--- src/rtl/vote_button_conditioner_pkg.sv ---
// Shared definitions for the vote front end: FSM encoding, candidate count and index constants.
// The voting core imports the same package so both agree on candidate numbering.
package vote_button_conditioner_pkg;

    typedef enum logic [1:0] {
        ST_IDLE         = 2'd0,
        ST_DEBOUNCE     = 2'd1,
        ST_FIRE         = 2'd2,
        ST_WAIT_RELEASE = 2'd3
    } state_t;

    localparam int NUM_CANDIDATES = 4;

    localparam logic [1:0] CAND_1 = 2'd0;
    localparam logic [1:0] CAND_2 = 2'd1;
    localparam logic [1:0] CAND_3 = 2'd2;
    localparam logic [1:0] CAND_4 = 2'd3;

    function automatic logic is_onehot(input logic [NUM_CANDIDATES-1:0] v);
        int n;
        n = 0;
        for (int i = 0; i < NUM_CANDIDATES; i++) begin
            n += int'(v[i]);
        end
        return (n == 1);
    endfunction

    // Only ever called with a one-hot code; anything else maps to candidate 1.
    function automatic logic [1:0] onehot_to_index(input logic [NUM_CANDIDATES-1:0] code);
        logic [1:0] idx;
        case (code)
            4'b0001: idx = CAND_1;
            4'b0010: idx = CAND_2;
            4'b0100: idx = CAND_3;
            4'b1000: idx = CAND_4;
            default: idx = CAND_1;
        endcase
        return idx;
    endfunction

endpackage

--- src/rtl/vote_button_conditioner_sync2.sv ---
// Generic two-flop synchronizer for asynchronous level inputs, synchronous reset to 0.
module vote_button_conditioner_sync2 #(
    parameter int WIDTH = 4
) (
    input  logic             i_clk,
    input  logic             i_srst,
    input  logic [WIDTH-1:0] i_async,
    output logic [WIDTH-1:0] o_sync
);

    generate
        for (genvar gi = 0; gi < WIDTH; gi++) begin : g_bit
            logic r_meta;
            logic r_sync;

            always_ff @(posedge i_clk) begin
                if (i_srst) begin
                    r_meta <= 1'b0;
                    r_sync <= 1'b0;
                end else begin
                    r_meta <= i_async[gi];
                    r_sync <= r_meta;
                end
            end

            assign o_sync[gi] = r_sync;
        end
    endgenerate

endmodule

--- src/rtl/vote_button_conditioner.sv ---
// Button front end for the voting core: synchronize, debounce, reject multi-press,
// and emit one vote strobe (or a result-mode selection) per accepted press.
module vote_button_conditioner
    import vote_button_conditioner_pkg::*;
#(
    parameter int HOLD_CYCLES    = 8,
    parameter int RELEASE_CYCLES = 4
) (
    input  logic       clock,
    input  logic       reset,
    input  logic       mode,
    input  logic       button1,
    input  logic       button2,
    input  logic       button3,
    input  logic       button4,
    output logic [3:0] vote_pulse,
    output logic       invalid_pulse,
    output logic [1:0] sel_candidate,
    output logic       sel_valid,
    output logic       busy
);

    localparam int CNT_W  = $clog2(HOLD_CYCLES + 1);
    localparam int RCNT_W = $clog2(RELEASE_CYCLES + 1);

    localparam logic [CNT_W-1:0]  CNT_ONE   = CNT_W'(1);
    localparam logic [CNT_W-1:0]  CNT_LAST  = CNT_W'(HOLD_CYCLES - 1);
    localparam logic [RCNT_W-1:0] RCNT_LAST = RCNT_W'(RELEASE_CYCLES - 1);

    logic [NUM_CANDIDATES-1:0] w_btn_raw;
    logic [NUM_CANDIDATES-1:0] w_btn_s;
    logic                      w_zero;
    logic                      w_onehot;
    logic                      w_match;

    state_t                    r_state;
    logic [NUM_CANDIDATES-1:0] r_code;
    logic [CNT_W-1:0]          r_cnt;
    logic [RCNT_W-1:0]         r_rcnt;
    logic                      r_mode_q;
    logic                      r_mode_cap;
    logic [3:0]                r_vote;
    logic                      r_invalid;
    logic [1:0]                r_sel_cand;
    logic                      r_sel_valid;

    assign w_btn_raw = {button4, button3, button2, button1};

    vote_button_conditioner_sync2 #(
        .WIDTH (NUM_CANDIDATES)
    ) u_sync (
        .i_clk   (clock),
        .i_srst  (reset),
        .i_async (w_btn_raw),
        .o_sync  (w_btn_s)
    );

    assign w_zero   = (w_btn_s == '0);
    assign w_onehot = is_onehot(w_btn_s);
    assign w_match  = (w_btn_s == r_code);

    always_ff @(posedge clock) begin
        if (reset) begin
            r_state     <= ST_IDLE;
            r_code      <= '0;
            r_cnt       <= '0;
            r_rcnt      <= '0;
            r_mode_q    <= 1'b0;
            r_mode_cap  <= 1'b0;
            r_vote      <= '0;
            r_invalid   <= 1'b0;
            r_sel_cand  <= '0;
            r_sel_valid <= 1'b0;
        end else begin
            r_mode_q  <= mode;
            r_vote    <= '0;
            r_invalid <= 1'b0;

            case (r_state)
                ST_IDLE: begin
                    r_cnt  <= '0;
                    r_rcnt <= '0;
                    if (w_onehot) begin
                        r_code     <= w_btn_s;
                        r_mode_cap <= r_mode_q;
                        r_cnt      <= CNT_ONE;
                        r_state    <= ST_DEBOUNCE;
                    end else if (!w_zero) begin
                        r_invalid <= 1'b1;
                        r_state   <= ST_WAIT_RELEASE;
                    end
                end

                ST_DEBOUNCE: begin
                    // A mode flip mid-press makes the press ambiguous; drop it silently.
                    if (r_mode_q != r_mode_cap) begin
                        r_rcnt  <= '0;
                        r_state <= ST_WAIT_RELEASE;
                    end else if (w_match) begin
                        if (r_cnt >= CNT_LAST) begin
                            // Outputs are loaded on entry so they are visible during FIRE.
                            r_state <= ST_FIRE;
                            if (r_mode_q) begin
                                r_sel_cand  <= onehot_to_index(r_code);
                                r_sel_valid <= 1'b1;
                            end else begin
                                r_vote <= r_code;
                            end
                        end else begin
                            r_cnt <= r_cnt + CNT_ONE;
                        end
                    end else if (w_zero) begin
                        r_cnt   <= '0;
                        r_state <= ST_IDLE;
                    end else begin
                        r_invalid <= 1'b1;
                        r_rcnt    <= '0;
                        r_state   <= ST_WAIT_RELEASE;
                    end
                end

                ST_FIRE: begin
                    r_cnt   <= '0;
                    r_rcnt  <= '0;
                    r_state <= ST_WAIT_RELEASE;
                end

                ST_WAIT_RELEASE: begin
                    if (!w_zero) begin
                        r_rcnt <= '0;
                    end else if (r_rcnt >= RCNT_LAST) begin
                        r_rcnt  <= '0;
                        r_state <= ST_IDLE;
                    end else begin
                        r_rcnt <= r_rcnt + RCNT_W'(1);
                    end
                end

                default: begin
                    r_state <= ST_IDLE;
                end
            endcase
        end
    end

    assign vote_pulse    = r_vote;
    assign invalid_pulse = r_invalid;
    assign sel_candidate = r_sel_cand;
    assign sel_valid     = r_sel_valid;
    assign busy          = (r_state != ST_IDLE);

endmodule
--- config.mk ---
export PLATFORM = sky130hd
export DESIGN_NAME = vote_button_conditioner
export DESIGN_NICKNAME = d
export VERILOG_FILES = /design/src/rtl/vote_button_conditioner_pkg.sv /design/src/rtl/vote_button_conditioner_sync2.sv /design/src/rtl/vote_button_conditioner.sv
export SDC_FILE = /design/constraint.sdc
export NUM_CORES = 1
export LEC_CHECK = 0
export CORE_UTILIZATION = 40
export DETAILED_ROUTE_END_ITERATION = 7
export SETUP_SLACK_MARGIN = 0.5
export SYNTH_ARGS = -nofsm -noshare
export SYNTH_HDL_FRONTEND = slang
export SYNTH_SLANG_ARGS = --single-unit
--- constraint.sdc ---
create_clock -name clock -period 3.2 [get_ports clock]
set_input_delay 0.64 -clock clock [delete_from_list [all_inputs] [get_ports clock]]
set_output_delay 0.64 -clock clock [all_outputs]
set_load 0.05 [all_outputs]
# Word-level counts from Yosys, hierarchy flattened
# Index checks and enable logic that the tools add are counted.
dict set report op_classes {
  n_bitwise 4
  n_addsub 5
  n_reduce_logical 11
  magnitude_cmp 2
  eq_ne 18
  n_mux 27
}
# operator n
set op_table {}
lappend op_table {{2-bit 2-to-1 mux} 8}
lappend op_table {{4-bit 2-to-1 mux} 4}
lappend op_table {{3-bit 2-to-1 mux} 5}
lappend op_table {{3-bit != test (second input constant)} 5}
lappend op_table {{4-bit case mux with 3 select lines} 1}
lappend op_table {{3-bit case mux with 3 select lines} 1}
lappend op_table {{2-bit case mux with 4 select lines} 1}
lappend op_table {{4-bit AND reduction} 2}
lappend op_table {{2-bit != test (second input constant)} 3}
lappend op_table {{2-bit case mux with 3 select lines} 1}
lappend op_table {{6-bit OR reduction} 1}
lappend op_table {{1-bit 2-to-1 mux} 5}
lappend op_table {{5-bit AND reduction} 1}
lappend op_table {{3-bit by 1-bit adder with 4-bit output} 1}
lappend op_table {{4-bit by 1-bit adder with 4-bit output (second input constant)} 1}
lappend op_table {{2-bit == test (second input constant)} 2}
lappend op_table {{4-bit by 1-bit == test with 1-bit output (second input constant)} 1}
lappend op_table {{4-bit by 2-bit == test with 1-bit output (second input constant)} 1}
lappend op_table {{4-bit by 3-bit == test with 1-bit output (second input constant)} 1}
lappend op_table {{4-bit == test} 1}
lappend op_table {{4-bit == test (second input constant)} 1}
lappend op_table {{4-bit by 3-bit >= comparator with 1-bit output (second input constant)} 1}
lappend op_table {{4-bit zero test} 1}
lappend op_table {{4-bit != test (second input constant)} 1}
lappend op_table {{other kinds (13)} 17}
dict set report word_totals {
  output_inout_bits 9
  reg_bits 31
}

# Logic depth before layout (Yosys ltp)
# Gate-level depths: netlist of run 1.
dict set report logic_depth {
  word_depth 6
  mapped_depth 10
}

# Cells and area by module
# From an unflattened synthesis of run 1, not the netlist that was laid out.
dict set report unflattened {
  cells_unflattened 166
  hier_area_um2 1577.8
}
# mod area_per_inst_um2 n_inst cells_each seq_area_each_um2
set modules_own_cells {}
lappend modules_own_cells {vote_button_conditioner 1337.5 1 146 460.4}
lappend modules_own_cells {vote_button_conditioner_sync2 240.2 1 20 160.2}

# Worst setup path after synthesis of run 1
# OpenSTA, ideal clock, no wires.
dict set report synth_timing {
  path_type {register -> register}
  from {register u_sync.g_bit[3].r_sync}
  to {register r_state[0]}
  setup_time_ps 116
  path_stages_with_launch 11
  t_arrival_ps 2446
  required_ps 3084
  slack_ps 638
  path_cell_list {dfxtp_1 -> inv_1 -> fa_1 -> inv_1 -> ha_1 -> ha_1 -> or3b_1 -> a21oi_2 -> o22a_2 -> a311oi_1 -> a41o_1}
}
dict set report synth_between {
  elab_chain_cells 5
  word_cells_on_any_way 13
  classes_between {add/sub (1); eq/ne (5); mux (5); reduce/logical (2)}
}
# element line
set synth_lines {}
lappend synth_lines {{start: declaration} vote_button_conditioner_sync2.sv:14} ;# logic r_sync;
lappend synth_lines {{start signal: assignment} vote_button_conditioner_sync2.sv:22} ;# r_sync <= r_meta;
lappend synth_lines {{parallel branches: the longest is 5 deep, another holds 3-bit by 1-bit adder with 4-bit output} -}
lappend synth_lines {{end signal: assignment} vote_button_conditioner.sv:98} ;# r_state <= ST_WAIT_RELEASE;
lappend synth_lines {{end signal: assignment} vote_button_conditioner.sv:102} ;# r_state <= ST_FIRE;
lappend synth_lines {{end signal: assignment} vote_button_conditioner.sv:114} ;# r_state <= ST_IDLE;
lappend synth_lines {{end: declaration} vote_button_conditioner.sv:36} ;# state_t r_state;
# Several ways; the timed one is not identified.
# A chain may end at the register's enable or synchronous reset.

# Final worst setup path of run 1
dict set report layout_timing {
  from {register u_sync.g_bit[2].r_sync}
  to {register r_state[0]}
}
dict set report layout_between {
  elab_chain_cells 5
  word_cells_on_any_way 14
  classes_between {add/sub (2); eq/ne (5); mux (5); reduce/logical (2)}
}
# element line
set layout_lines {}
lappend layout_lines {{start: declaration} vote_button_conditioner_sync2.sv:14}
lappend layout_lines {{start signal: assignment} vote_button_conditioner_sync2.sv:22}
lappend layout_lines {{2-bit by 1-bit adder with 3-bit output or 4-bit zero test (tied branches)} {vote_button_conditioner_pkg.sv:23, vote_button_conditioner.sv:58}}
lappend layout_lines {{3-bit by 1-bit adder with 4-bit output or 2-bit 2-to-1 mux (tied branches)} {vote_button_conditioner_pkg.sv:23, vote_button_conditioner.sv:112}}
lappend layout_lines {{4-bit by 1-bit == test with 1-bit output or 2-bit 2-to-1 mux (tied branches)} {vote_button_conditioner_pkg.sv:25, vote_button_conditioner.sv:99}}
lappend layout_lines {{3-bit != test (no line) (tied with other cells)} -}
lappend layout_lines {{4-bit AND reduction (no line) or 2-bit case mux with 4 select lines (tied branches)} -}
lappend layout_lines {{end signal: assignment} vote_button_conditioner.sv:64} ;# r_state <= ST_IDLE;
lappend layout_lines {{end signal: assignment} vote_button_conditioner.sv:87} ;# r_state <= ST_DEBOUNCE;
lappend layout_lines {{end signal: assignment} vote_button_conditioner.sv:90} ;# r_state <= ST_WAIT_RELEASE;
# Parallel ways exist; a longest one is shown, timed or not.

==> key figures, run 1 <==
Clock network
  – CTS Hold Bufs: 0
  – CTS clk-pin slew, worst paths: about 0.06 ns
  – CTS tree: done
  – Num CTS Buffers: 5
  – Max Root-Sink Buffers: 2
  – H-Tree Depth: 2
  – Clk_lat worst skew: 0.28 ns
  – Root Driver: clkbuf_8
  – Clk sink count: 31

Outcome
  – Status: completed

Synth
  – YS warnings: 0
  – Post-Syn Instances: 164
  – Post-Syn Area: roughly 1500 µm²
  – Number of synthesized flops with an enable pin: 0
  – Synthesized area per cell: 9.38 µm²
  – Seq cells post-synth: 31
  – Most frequent cells after synthesis: dfxtp_1 (31), nor2_1 (18), inv_1 (13), ha_1 (11)
  – Largest area contributor in the synthesized netlist: dfxtp_1
  – Post-synthesis async set-or-reset flop share: 0%
  – Synth unique cells: between 40 and 50
  – Ys flop type: dfxtp_1
  – Top-count cell post-synth: dfxtp_1
  – Ranking of synthesized cells by area: dfxtp_1 (40%), ha_1 (8.9%), nor2_1 (4.4%)
  – Post-Syn Nets: 183
  – Register area share after synthesis: 40.3%
  – Area fraction of the dominant cell type after synthesis: 40.3%

Floorplanning
  – Core footprint: roughly 3700 µm²
  – Initial core utilization: about two fifths
  – Die width: 64.0 µm
  – Row Count: 22
  – Die Height: 64.0 µm
  – DIE AREA: between 4000 and 5000 µm²
  – I/O pins: 16

Pwr
  – Final Total Pwr: around 1100 µW
  – VDD IR-drop max: 0.000377 V
  – Power density over the cells: 601 nW/µm²
  – Lkg Pwr: ~0.00072 µW

Global route
  – Initial antenna violation count: 0
  – Grt ovf: 0
  – Vias in the first global route: 1160
  – Global router's overall resource usage: approximately 17%
  – First-pass GRT wire length: 5.25 mm
  – Pin count of the biggest net entering global routing: 22

Route
  – 1st-iter DRT viols: 30
  – Final WL: approximately 2.9 mm
  – Pre-antenna DRT Iters: 4
  – Via density: 5.02
  – Detail Route Antenna Nets: 0
  – DRC: 0
  – DR WL/cell: 12.3 µm
  – Vias after detailed routing: around 1.2k

STA
  – Worst slew margin: 66.4%
  – TNS Setup: 0 ns
  – Worst-Margin Slew: 0.502 ns
  – Fin Hold WS: between 0.4 and 0.5 ns
  – Max-slew violation count: 0
  – RSZ-0062 raised after global routing: false
  – Tmin final: approximately 2.6 ns
  – Clock Skew: 0.00435 ns
  – Fmax: 0.384 GHz
  – Final period utilization: between 80% and 90%
  – Final hold viol count: 0
  – Final setup viols: 0

Place
  – Placed cells: 223
  – Final HPWL DP: roughly 2.2 mm
  – Placed Area: 1730 µm²
  – Routability Congestion: 0.807
  – IO Port Bufs: 15

Cells and area
  – Reg area: 624 µm²
  – ANT cells: 0
  – Design Area, Final: 1850 µm²
  – Share of cells above drive strength 1: between 10 and 15%
  – FILL cells: 357
  – Multi-input gate area: 846 µm²
  – Final nets: slightly above 200
  – Layout area overhead: 19.9%
  – Final non-filler cell total: 232

Worst setup path
  – Worst EP required: 3.37 ns
  – Crit-path cells: inv_1 -> fa_1 -> inv_1 -> ha_1 -> ha_1 -> or3b_4 -> a21oi_2 -> o22a_2 -> a311oi_1 -> a41o_1
  – Worst-path fanout max: 4
  – Critical Path AT: approximately 2.8 ns
  – Cell at the slowest stage of the critical path: fa_1
  – Crit path capture type: flip-flop
  – Crit Path Category: flip-flop to flip-flop
  – CP Launch Type: flip-flop
  – CP max stage delay: 0.50 ns

Min path
  – Min-Delay Path Class: flip-flop to flip-flop

Job
  – Max Cap Violations: 0
per-stage QoR:
step / utilization (%) / setup slack (ns)
6_report: 50.0 / 0.593
5_1_grt: 50.0 / 0.498
4_1_cts: 49.4 / 0.506
3_5_place_dp: 46.9 / 0.487
3_3_place_gp: 46.9 / 0.564
2_1_floorplan: - / 0.638
placed cells by master, fill, tap and decap left out, types with 7 or more instances in the layout:
master,count
nor2_1,18
clkdlybuf4s50_1,14
nor2b_1,10
a21oi_1,10
inv_1,12
nor3_1,7
ha_1,11
dfxtp_1,28
sequential cells by signal, summed over array words and instances (netlist names):
| register | cells |
|---|---|
| vote_pulse | 4 |
| u_sync.g_bit.r_meta | 4 |
| invalid_pulse | 1 |
| r_rcnt | 3 |
| u_sync.g_bit.r_sync | 4 |
| r_code | 4 |
| r_state | 2 |
| sel_candidate | 2 |
| r_mode_q | 1 |
| r_mode_cap | 1 |
| r_cnt | 4 |
| sel_valid | 1 |
critical path: cells and delay by family (launching register included):
| family | cells | cell delay [ns] |
|---|---|---|
| buf+inv | 2 | 0.12 |
| compound gates | 4 | 0.66 |
| fa+ha+maj | 3 | 0.95 |
| flops | 1 | 0.36 |
| simple gates | 1 | 0.41 |
worst paths after layout:
check,slack (ns),end,cells past startpoint,start
worst max-delay path,0.59,r_state[0],10,u_sync.g_bit[2].r_sync
worst max register to register,0.59,r_state[0],10,u_sync.g_bit[2].r_sync
worst min register to register,0.44,u_sync.g_bit[3].r_sync,1,u_sync.g_bit[3].r_meta
worst min-delay path,0.44,u_sync.g_bit[3].r_sync,1,u_sync.g_bit[3].r_meta
layer usage:
metal | vias to the layer above | part of all wire [%] | GRT usage [%]
li1 | 601 | - | -
met1 | 548 | 46 | 19.8
met2 | 11 | 50 | 27.9
met3 | 4 | 2.1 | 4.82
met4 | 0 | 1.3 | 8.52
met5 | - | 0 | 0
cell families after synthesis:
logic type / after synthesis / share of synthesized area, %
muxes: 6 / 3.90
DFF: 31 / 40.3
and+or+nand+nor: 62 / 23.3
adders and majority gates: 12 / 10.2
AOI/OAI and AO/OA: 28 / 13.7
xor gates and xnor gates: 6 / 3.41
buffers and inverters: 19 / 5.20
cell type report:
type / count / area share, %
inverter: 14 / 2.85
timing repair buffer: 18 / 9.49
sequential: 31 / 33.8
clock inverter: 1 / 0.271
multi-input combinational: 114 / 45.8
tap: 48 / 3.25
clock buffer: 6 / 4.47
power by group:
| part | internal, µW | leakage [µW] | total, µW | switching [µW] |
|---|---|---|---|---|
| clock | 168 | 0.0000470 | 304 | 135 |
| sequential | 415 | 0.000254 | 443 | 28.9 |
| combinational | 145 | 0.000423 | 361 | 216 |
| total | 728 | 0.000723 | 1110 | 381 |
timing repair:
action	4_1_cts	5_1_grt
buffers inserted	0	2
endpoints found under the setup margin	2	8
endpoints found under the hold margin	0	0
pin swaps	0	3
gates resized for setup	2	5
No activity file was read; power rests on OpenSTA's default activity.
==> inputs of run 2 (changes only) <==
==> constraint.sdc (replaced) <==
create_clock -name clock -period 2.6 [get_ports clock]
set_input_delay 0.52 -clock clock [delete_from_list [all_inputs] [get_ports clock]]
set_output_delay 0.52 -clock clock [all_outputs]
set_load 0.05 [all_outputs]
==> key figures, run 2 (synthesized netlist as in run 1, its figures left out) <==
Worst setup path
  – CP Launch Type: flip-flop (unchanged)
  – R2r worst-path depth: 10 (unchanged)
  – Crit-path cells: inv_2 -> fa_1 -> inv_1 -> ha_2 -> ha_4 -> or3b_4 -> a21oi_2 -> o22a_2 -> a311oi_2 -> a41o_1 (was inv_1 -> fa_1 -> inv_1 -> ha_1 -> ha_1 -> or3b_4 -> a21oi_2 -> o22a_2 -> a311oi_1 -> a41o_1)
  – Worst-path fanout max: 4 (unchanged)
  – Worst EP required: 2.76 ns (was 3.37 ns)
  – CP max stage delay: 0.52 ns (was 0.50 ns)
  – FF-to-FF Start: u_sync.g_bit[0].r_sync (was u_sync.g_bit[2].r_sync)
  – Crit path capture type: flip-flop (unchanged)
  – Critical Path Sink: r_state[0] (unchanged)
  – Critical Path AT: 2.67 ns (was 2.78 ns)
  – Cell at the slowest stage of the critical path: fa_1 (unchanged)
  – FF-to-FF End: r_state[0] (unchanged)
  – Crit Path Category: flip-flop to flip-flop (unchanged)
  – Worst R2R Setup Slack: 0.09 ns (was 0.59 ns)
  – Worst setup path start: u_sync.g_bit[0].r_sync (was u_sync.g_bit[2].r_sync)

Route
  – Detail Route Antenna Nets: 0 (unchanged)
  – Vias after detailed routing: 1192 (was 1164)
  – Via density: 5.01 (was 5.02)
  – Final WL: 3.07 mm (was 2.86 mm)
  – Pre-antenna DRT Iters: 4 (unchanged)
  – 1st-iter DRT viols: 59 (was 30)
  – DRC: 0 (unchanged)
  – DR WL/cell: 12.9 µm (was 12.3 µm)

Place
  – Placed Area: 1740 µm² (was 1730 µm²)
  – Routability Congestion: 0.824 (was 0.807)
  – IO Port Bufs: 15 (unchanged)
  – Final HPWL DP: 2.10 mm (was 2.16 mm)

Floorplanning
  – DIE AREA: 4100 µm² (unchanged)
  – Initial core utilization: 41.7% (unchanged)
  – Core footprint: 3690 µm² (unchanged)
  – Row Count: 22 (unchanged)
  – Die Height: 64.0 µm (unchanged)
  – Die width: 64.0 µm (unchanged)
  – I/O pins: 16 (unchanged)

Job
  – Max Cap Violations: 0 (unchanged)

Outcome
  – Status: completed (unchanged)

Clock network
  – Max Root-Sink Buffers: 2 (unchanged)
  – CTS clk-pin slew, worst paths: 0.06 ns (about the same)
  – Clk sink count: 31 (unchanged)
  – Root Driver: clkbuf_8 (unchanged)
  – Num CTS Buffers: 5 (unchanged)
  – H-Tree Depth: 2 (unchanged)
  – Clk_lat worst skew: 0.27 ns (was 0.28 ns)
  – CTS tree: done (unchanged)

Min path
  – Min-Delay Path Class: flip-flop to flip-flop (unchanged)

STA
  – RSZ-0062 raised after global routing: true (was false)
  – Fmax: 0.399 GHz (was 0.384 GHz)
  – TNS Setup: 0 ns (unchanged)
  – Final setup viols: 0 (unchanged)
  – Max-slew violation count: 0 (unchanged)
  – Worst slew margin: 64.3% (was 66.4%)
  – Final period utilization: 96.5% (was 81.5%)
  – Clock Skew: 0.00467 ns (was 0.00435 ns)
  – Final hold viol count: 0 (unchanged)
  – Tmin final: 2.51 ns (was 2.61 ns)
  – Worst-Margin Slew: 0.533 ns (was 0.502 ns)

Pwr
  – Lkg Pwr: 0.000746 µW (was 0.000723 µW)
  – VDD IR-drop max: 0.000304 V (was 0.000377 V)
  – Final Total Pwr: 1470 µW (was 1110 µW)
  – Power density over the cells: 756 nW/µm² (was 601 nW/µm²)

Global route
  – Global router's overall resource usage: 17.4% (was 16.9%)
  – Pin count of the biggest net entering global routing: 18 (was 22)
  – Initial antenna violation count: 0 (unchanged)
  – Grt ovf: 0 (unchanged)
  – Vias in the first global route: 1264 (was 1160)
  – First-pass GRT wire length: 5.43 mm (was 5.25 mm)

Cells and area
  – Layout area overhead: 26.1% (was 19.9%)
  – Design Area, Final: 1940 µm² (was 1850 µm²)
  – Most common cell after layout, fill and taps aside: dfxtp_1 (unchanged)
  – Most frequent cells in the layout: dfxtp_1 (28), nor2_1 (17), clkdlybuf4s50_1 (14) (was dfxtp_1 (28), nor2_1 (18), clkdlybuf4s50_1 (14))
  – Share of cells above drive strength 1: 21.6% (was 14.7%)
  – Final nets: 209 (was 203)
  – ANT cells: 0 (unchanged)
run 2: cell count changes in the layout (fill, tap and decap cells not counted), moves of 2 or more:
cell   previous run  this run
ha_1             11         9
buf_4             3         9
inv_2             2         4
inv_1            12        10
run 2: timing repair:
action,CTS,global route
resized for setup,10,4
buffers inserted,8,0
hold buffers,0,0
pin swaps,7,7
endpoints found under the setup margin,10,14
run 2: stage by stage:
stage	util, %	setup slack (ns)	std cells	hold WS (ns)
finish	52.6	0.0911	238	0.433
global route	52.6	0.00161	238	0.452
CTS	52.5	0.0724	238	0.437
detailed placement	47.1	0.0210	223	0.422
global placement	47.1	0.109	223	0.421
floorplan	-	0.166	164	0.414
run 2: power by group:
part           total (µW)  switching (µW)  internal [µW]
Combinational         482             284            198
Sequential            544            34.4            510
Clock                 441             161            280
run 2: how the worst min path moves through the flow:
stage                           start                     end  slack, ns  cells past startpoint
2_1_floorplan  u_sync.g_bit[0].r_meta  u_sync.g_bit[0].r_sync       0.41                      1
3_3_place_gp   u_sync.g_bit[0].r_meta  u_sync.g_bit[0].r_sync       0.42                      1
3_5_place_dp   u_sync.g_bit[3].r_meta  u_sync.g_bit[3].r_sync       0.42                      1
4_1_cts        u_sync.g_bit[3].r_meta  u_sync.g_bit[3].r_sync       0.44                      1
5_1_grt        u_sync.g_bit[0].r_meta  u_sync.g_bit[0].r_sync       0.45                      1
6_report       u_sync.g_bit[3].r_meta  u_sync.g_bit[3].r_sync       0.43                      1
run 2: cell type report:
| class | count | area, µm² |
|---|---|---|
| Fill cell | 362 | 1750 |
| Timing Repair Buffer | 24 | 213 |
| Sequential cell | 31 | 627 |
| Multi-Input combinational cell | 114 | 886 |
| Clock inverter | 1 | 30.0 |
| Inverter | 14 | 52.6 |
| Clock buffer | 6 | 72.6 |
| Tap cell | 48 | 60.1 |
run 2: layer usage:
metal	wire (µm)	global-route usage, %	up-vias	share of wire, %
li1	-	-	617	-
met1	1340	19.1	548	44
met2	1580	30.5	21	52
met3	93	4.29	6	3.0
met4	46	9.66	0	1.5
met5	0	0	-	0
run 2: worst max-delay path, delay by kind of cell, from the launching register on:
kind,cells,cell delay (ns)
fa+ha+maj,3,0.92
compound gates,4,0.66
simple gates,1,0.39
flops,1,0.35
buf+inv,2,0.08
==> inputs of run 3 (changes only) <==
--- a/config.mk
+++ b/config.mk
@@ -7,6 +7,7 @@
 export LEC_CHECK = 0
 export CORE_UTILIZATION = 40
 export DETAILED_ROUTE_END_ITERATION = 7
+export GPL_ROUTABILITY_DRIVEN = 0
 export SETUP_SLACK_MARGIN = 0.5
 export SYNTH_ARGS = -nofsm -noshare
 export SYNTH_HDL_FRONTEND = slang
==> results of run 3 <==
Same layout as run 2: the final DEF is identical, and so are final timing and power.
